[config.mk]
export PLATFORM = sky130hd
export DESIGN_NAME = ascon_perm_seq
export DESIGN_NICKNAME = d
export VERILOG_FILES = /design/src/rtl/ascon_pkg.sv /design/src/rtl/ascon_p.sv /design/src/rtl/ascon_perm_seq.sv
export SDC_FILE = /design/constraint.sdc
export NUM_CORES = 2
export LEC_CHECK = 0
export CORE_ASPECT_RATIO = 0.7
export CORE_MARGIN = 1.5
export CORE_UTILIZATION = 52
export DETAILED_ROUTE_END_ITERATION = 12
export PLACE_DENSITY = 0.88
export SYNTH_ARGS = -nofsm -noshare
export SYNTH_HDL_FRONTEND = slang
export SYNTH_SLANG_ARGS = --single-unit
[constraint.sdc]
create_clock -name clk -period 4.78 [get_ports clk]
set_input_delay 0.956 -clock clk [delete_from_list [all_inputs] [get_ports clk]]
set_output_delay 0.956 -clock clk [all_outputs]
set_load 0.02 [all_outputs]
[src/rtl/ascon_pkg.sv]
// rtl/ascon_pkg.sv - shared widths, lane slices, FSM encoding and round-constant helper
package ascon_pkg;

  localparam int ROUNDS_MAX = 12;
  localparam int STATE_W    = 320;
  localparam int LANE_W     = 64;

  localparam int X0_LSB = 256;
  localparam int X1_LSB = 192;
  localparam int X2_LSB = 128;
  localparam int X3_LSB = 64;
  localparam int X4_LSB = 0;

  // Sequencer states: IDLE -> RUN -> DONE -> IDLE.
  localparam logic [1:0] ST_IDLE = 2'd0;
  localparam logic [1:0] ST_RUN  = 2'd1;
  localparam logic [1:0] ST_DONE = 2'd2;

  // Round constant for round index i of the 12-round schedule: {15-i, i}.
  function automatic logic [7:0] rc(input logic [3:0] i);
    rc = {4'd15 - i, i};
  endfunction

endpackage

[src/rtl/ascon_p.sv]
// rtl/ascon_p.sv - one combinational Ascon round: constant addition, 5-bit S-box layer, linear diffusion
module ascon_p (
  input  logic [319:0] state_in,
  input  logic [7:0]   rcon,
  output logic [319:0] state_out
);
  import ascon_pkg::*;

  function automatic logic [63:0] ror(input logic [63:0] x, input int n);
    ror = (x >> n) | (x << (LANE_W - n));
  endfunction

  logic [63:0] a0, a1, a2, a3, a4;
  logic [63:0] b0, b1, b2, b3, b4;
  logic [63:0] c0, c1, c2, c3, c4;
  logic [63:0] d0, d1, d2, d3, d4;
  logic [63:0] e0, e1, e2, e3, e4;

  always_comb begin
    a0 = state_in[X0_LSB +: LANE_W];
    a1 = state_in[X1_LSB +: LANE_W];
    a2 = state_in[X2_LSB +: LANE_W] ^ {56'd0, rcon};
    a3 = state_in[X3_LSB +: LANE_W];
    a4 = state_in[X4_LSB +: LANE_W];

    b0 = a0 ^ a4;
    b1 = a1;
    b2 = a2 ^ a1;
    b3 = a3;
    b4 = a4 ^ a3;

    // Bitsliced chi core of the S-box: x_i ^= ~x_{i+1} & x_{i+2}.
    c0 = b0 ^ (~b1 & b2);
    c1 = b1 ^ (~b2 & b3);
    c2 = b2 ^ (~b3 & b4);
    c3 = b3 ^ (~b4 & b0);
    c4 = b4 ^ (~b0 & b1);

    d0 = c0 ^ c4;
    d1 = c1 ^ c0;
    d2 = ~c2;
    d3 = c3 ^ c2;
    d4 = c4;

    e0 = d0 ^ ror(d0, 19) ^ ror(d0, 28);
    e1 = d1 ^ ror(d1, 61) ^ ror(d1, 39);
    e2 = d2 ^ ror(d2, 1)  ^ ror(d2, 6);
    e3 = d3 ^ ror(d3, 10) ^ ror(d3, 17);
    e4 = d4 ^ ror(d4, 7)  ^ ror(d4, 41);
  end

  assign state_out = {e0, e1, e2, e3, e4};

endmodule

[src/rtl/ascon_perm_seq.sv]
// rtl/ascon_perm_seq.sv - sequential Ascon permutation, one round per cycle
// ASCON_UNROLL2_EN: two chained rounds per RUN cycle.
module ascon_perm_seq #(
  parameter int ROUNDS_MAX = ascon_pkg::ROUNDS_MAX
) (
  input  logic         clk,
  input  logic         rst_n,
  input  logic         in_valid,
  output logic         in_ready,
  input  logic [3:0]   rounds,
  input  logic [319:0] state_in,
  output logic         out_valid,
  input  logic         out_ready,
  output logic [319:0] state_out
);
  import ascon_pkg::*;

  logic [1:0]   fsm_q, fsm_d;
  logic [3:0]   rcnt_q, rcnt_d;
  logic [319:0] state_q, state_d;

  logic [3:0]   rounds_eff;
  logic [7:0]   rc0;
  logic [319:0] round1;

  always_comb rounds_eff = (rounds > 4'(ROUNDS_MAX)) ? 4'(ROUNDS_MAX) : rounds;
  always_comb rc0 = rc(rcnt_q);

  ascon_p u_round0 (
    .state_in  (state_q),
    .rcon      (rc0),
    .state_out (round1)
  );

`ifdef ASCON_UNROLL2_EN
  logic [7:0]   rc1;
  logic [319:0] round2;

  always_comb rc1 = rc(rcnt_q + 4'd1);

  ascon_p u_round1 (
    .state_in  (round1),
    .rcon      (rc1),
    .state_out (round2)
  );
`endif

  always_comb begin
    fsm_d   = fsm_q;
    rcnt_d  = rcnt_q;
    state_d = state_q;
    case (fsm_q)
      ST_IDLE: begin
        if (in_valid) begin
          // The schedule always ends at index 11, so shorter calls start later.
          state_d = state_in;
          rcnt_d  = 4'd12 - rounds_eff;
          fsm_d   = (rounds_eff == 4'd0) ? ST_DONE : ST_RUN;
        end
      end
      ST_RUN: begin
`ifdef ASCON_UNROLL2_EN
        if (rcnt_q == 4'd11) begin
          state_d = round1;
          rcnt_d  = rcnt_q + 4'd1;
          fsm_d   = ST_DONE;
        end else begin
          state_d = round2;
          rcnt_d  = rcnt_q + 4'd2;
          if (rcnt_q == 4'd10) fsm_d = ST_DONE;
        end
`else
        state_d = round1;
        rcnt_d  = rcnt_q + 4'd1;
        if (rcnt_q == 4'd11) fsm_d = ST_DONE;
`endif
      end
      ST_DONE: begin
        if (out_ready) fsm_d = ST_IDLE;
      end
      default: fsm_d = ST_IDLE;
    endcase
  end

  always_ff @(posedge clk) begin
    if (!rst_n) begin
      fsm_q   <= ST_IDLE;
      rcnt_q  <= 4'd0;
      state_q <= '0;
    end else begin
      fsm_q   <= fsm_d;
      rcnt_q  <= rcnt_d;
      state_q <= state_d;
    end
  end

  // Gating with rst_n keeps in_ready low through the reset cycle itself.
  assign in_ready  = rst_n && (fsm_q == ST_IDLE);
  assign out_valid = (fsm_q == ST_DONE);
  assign state_out = state_q;

endmodule

==> run summary <==
====================================================================================================
Iteration-0 DRC count of the detailed router                                                    5170
Most common cell after layout, fill and taps aside                                      sky130_fd_sc_hd__xnor2_1
Max_cap viols                                                                                      1
DRC Markers                                                                                        0
# setup viols final                                                                                0
Sequential share of the synthesized area                                                       0.223
Highest clock frequency the design can meet                                                  263 MHz
Post-CTS sizing                                                                                    0
TritonCTS clock tree                                                                             yes
Final core utilization                                                                         0.685
CTS H-Tree Depth                                                                                   2
Period minus WS final                                                                        3.81 ns
Post-Synthesis Net Count                                                                        3977
Number of vias in the routed layout                                                            31.5k
Start-to-end type of the worst setup path                                               flop to flop
Slew of the pin with the lowest slew margin                                                  1.52 ns
Dpl hpwl                                                                                   128000 um
Top library cells by usage in the layout, fill and taps aside                           sky130_fd_sc_hd__xnor2_1 (694), sky130_fd_sc_hd__clkdlybuf4s50_1 (648), sky130_fd_sc_hd__dfxtp_1 (325)
Post-Route Skew                                                                            0.0268 ns
Cell repeated most along the worst path                                                 sky130_fd_sc_hd__xnor2_1
CTS Sinks                                                                                        326
Warnings, synthesis                                                                                0
Final max-slew violation count                                                                     5
Class of the most critical hold timing path                                             flop to flop
Row Count                                                                                         72
Slowest cell delay on critical path                                                          0.80 ns
Wire length of the first global-routing pass                                               215000 um
Unrepaired setup endpoints after global routing                                                false
Synthesis-stage register bit count                                                               326
Maximum fanout along the worst path                                                                5
Number of cells on the worst hold path                                                             2
Critical Path RT                                                                             5.28 ns
Worst-case hold slack                                                                       0.501 ns
Number of distinct library cell variants in the gate-level netlist after synthesis                43
Drt via density                                                                                 6.48
Fraction of layout instances using a drive strength above 1                                   0.0786
CP Capture Type                                                                                 flop
Crit path max-delay cell type                                                           sky130_fd_sc_hd__xor2_1
Maximum clock insertion buffer count                                                               3
Cell area after synthesis                                                                 29300 um^2
Number of buffers created by CTS                                                                  37
Aggregate global routing overflow                                                                  0
Detailed-routing iteration count for the pre-antenna-repair pass                                   9
Number of enable flip-flop cells after synthesis                                                   0
Number of I/O port buffers                                                                       649
Cells after synthesis                                                                           3519
Nets                                                                                            4541
Pin count of the biggest net entering global routing                                             213
Post-Route WL                                                                              156000 um
Final number of hold-violating endpoints                                                           0
Worst-skew pair later-pin latency                                                            0.59 ns
Die Wd                                                                                        287 um
Synthesized area per cell                                                                  8.33 um^2
Clock root buffer                                                                       sky130_fd_sc_hd__clkbuf_16
Number of antenna violations at the first check in global routing                                 15
Number of I/O pins                                                                               650
Setup TNS                                                                                       0 ns
Overall global routing resource usage                                                          0.521
Depth of the most critical reg-to-reg path                                                         7
Full die area                                                                             57900 um^2
Slew Limit Headroom                                                                          -0.0239
Cell-by-cell listing of the critical path                                               xnor2_1 -> ha_1 -> xor2_1 -> xnor2_2 -> xnor2_1 -> mux2_1 -> o21ai_1
Core area                                                                                 55500 um^2
Minimum setup slack among reg-to-reg paths                                                   0.97 ns
RD Place Congestion                                                                             1.11
Share of flip-flops with an asynchronous set or reset                                              0
DIE HEIGHT                                                                                    202 um
Dominant synthesized flop cell                                                          sky130_fd_sc_hd__dfxtp_1
Number of antenna-violating nets in the routed design                                              0
Via count of the first global-routing pass                                                     28.5k
Area added between synthesis and finish                                                        29.7%
Clock-pin slew reported for the worst setup and hold paths after clock tree synthesis        0.06 ns
Postcts setup bufs                                                                                 0
Failing checks                                                                          max-capacitance violations, max-slew violations
Arr. time, crit path                                                                         4.31 ns
Type of origin of the critical path                                                             flop
WL per Instance                                                                              32.2 um
Outcome                                                                                 finished with violations
Hold Buf Count CTS                                                                                 0
Effective utilization at floorplan                                                             0.528
Post-route clock period utilization                                                            0.797
====================================================================================================
==> per-layer routing <==
metal  global-route usage  part of all wire  vias up
li1                     -                 -    13300
met1                0.708              0.39    15200
met2                0.731              0.40     2569
met3                0.185              0.16      474
met4                0.236             0.056       12
met5                    0           0.00043        -
==> worst max-delay path, delay by kind of cell (launching register included) <==
| kind | cells | cell delay (ns) |
|---|---|---|
| flip-flops | 1 | 0.60 |
| adder cells (fa/ha/maj) | 1 | 0.31 |
| AO/OA/AOI/OAI | 1 | 0.15 |
| multiplexers | 1 | 0.39 |
| XOR/XNOR | 4 | 2.27 |
==> area by class of cell <==
type | instances | area [um^2]
repair buffers | 730 | 7240
clock inverters | 12 | 195
inverters | 194 | 728
diodes | 6 | 15.0
clock buffers | 54 | 1090
fillers | 4554 | 17500
multi-input cells | 2794 | 21300
flip-flops and latches | 326 | 6530
well taps | 740 | 926
==> cell families after synthesis <==
group | synth area share
AOI/OAI and AO/OA | 0.164
xor gates and xnor gates | 0.301
adders and majority gates | 0.0792
buffers and inverters | 0.0522
DFF | 0.223
muxes | 0.0681
and+or+nand+nor | 0.112
==> synthesized netlist by cell type, types with 42 or more instances <==
cell type	count	area, um^2
sky130_fd_sc_hd__a21oi_1	54	270
sky130_fd_sc_hd__o21ai_0	185	926
sky130_fd_sc_hd__maj3_2	45	507
sky130_fd_sc_hd__xnor2_1	695	6090
sky130_fd_sc_hd__clkbuf_1	150	563
sky130_fd_sc_hd__mux2i_1	106	1060
sky130_fd_sc_hd__nand2_1	287	1080
sky130_fd_sc_hd__mux2_2	67	754
sky130_fd_sc_hd__xnor2_2	42	683
sky130_fd_sc_hd__xor2_1	221	1940
sky130_fd_sc_hd__nand3_1	197	986
sky130_fd_sc_hd__o21ai_1	58	290
sky130_fd_sc_hd__o311ai_0	45	394
sky130_fd_sc_hd__dfxtp_1	326	6530
sky130_fd_sc_hd__inv_1	191	717
sky130_fd_sc_hd__o211ai_1	193	1450
sky130_fd_sc_hd__nor2_1	103	387
sky130_fd_sc_hd__o221ai_1	66	578
sky130_fd_sc_hd__ha_1	130	1630
sky130_fd_sc_hd__a21boi_0	66	495
==> final timing paths <==
path / start / to
setup / recovery: rcnt_q[1] / state_out[69]
hold / removal: state_out[201] / state_out[201]
setup reg to reg: rcnt_q[1] / state_out[69]
hold reg to reg: state_out[201] / state_out[201]
==> stage by stage <==
| stage | instance area (um^2) | instances | worst slack (ns) |
|---|---|---|---|
| 3_5_place_dp | 36700 | 4782 | 1.37 |
| 6_report | 38000 | 4856 | 0.971 |
| 2_1_floorplan | 29300 | 3519 | 2.34 |
| 5_1_grt | 38000 | 4850 | 1.18 |
| 3_3_place_gp | 36700 | 4782 | 1.41 |
| 4_1_cts | 38000 | 4848 | 1.32 |
==> registers in the layout, summed over array words and instances (netlist names) <==
register / flops
state_out: 320
rcnt_q: 4
fsm_q: 2
Power is left out: the tool's default activity adds up to more than one toggle a clock period on the data nets, which glitch-free logic cannot reach.
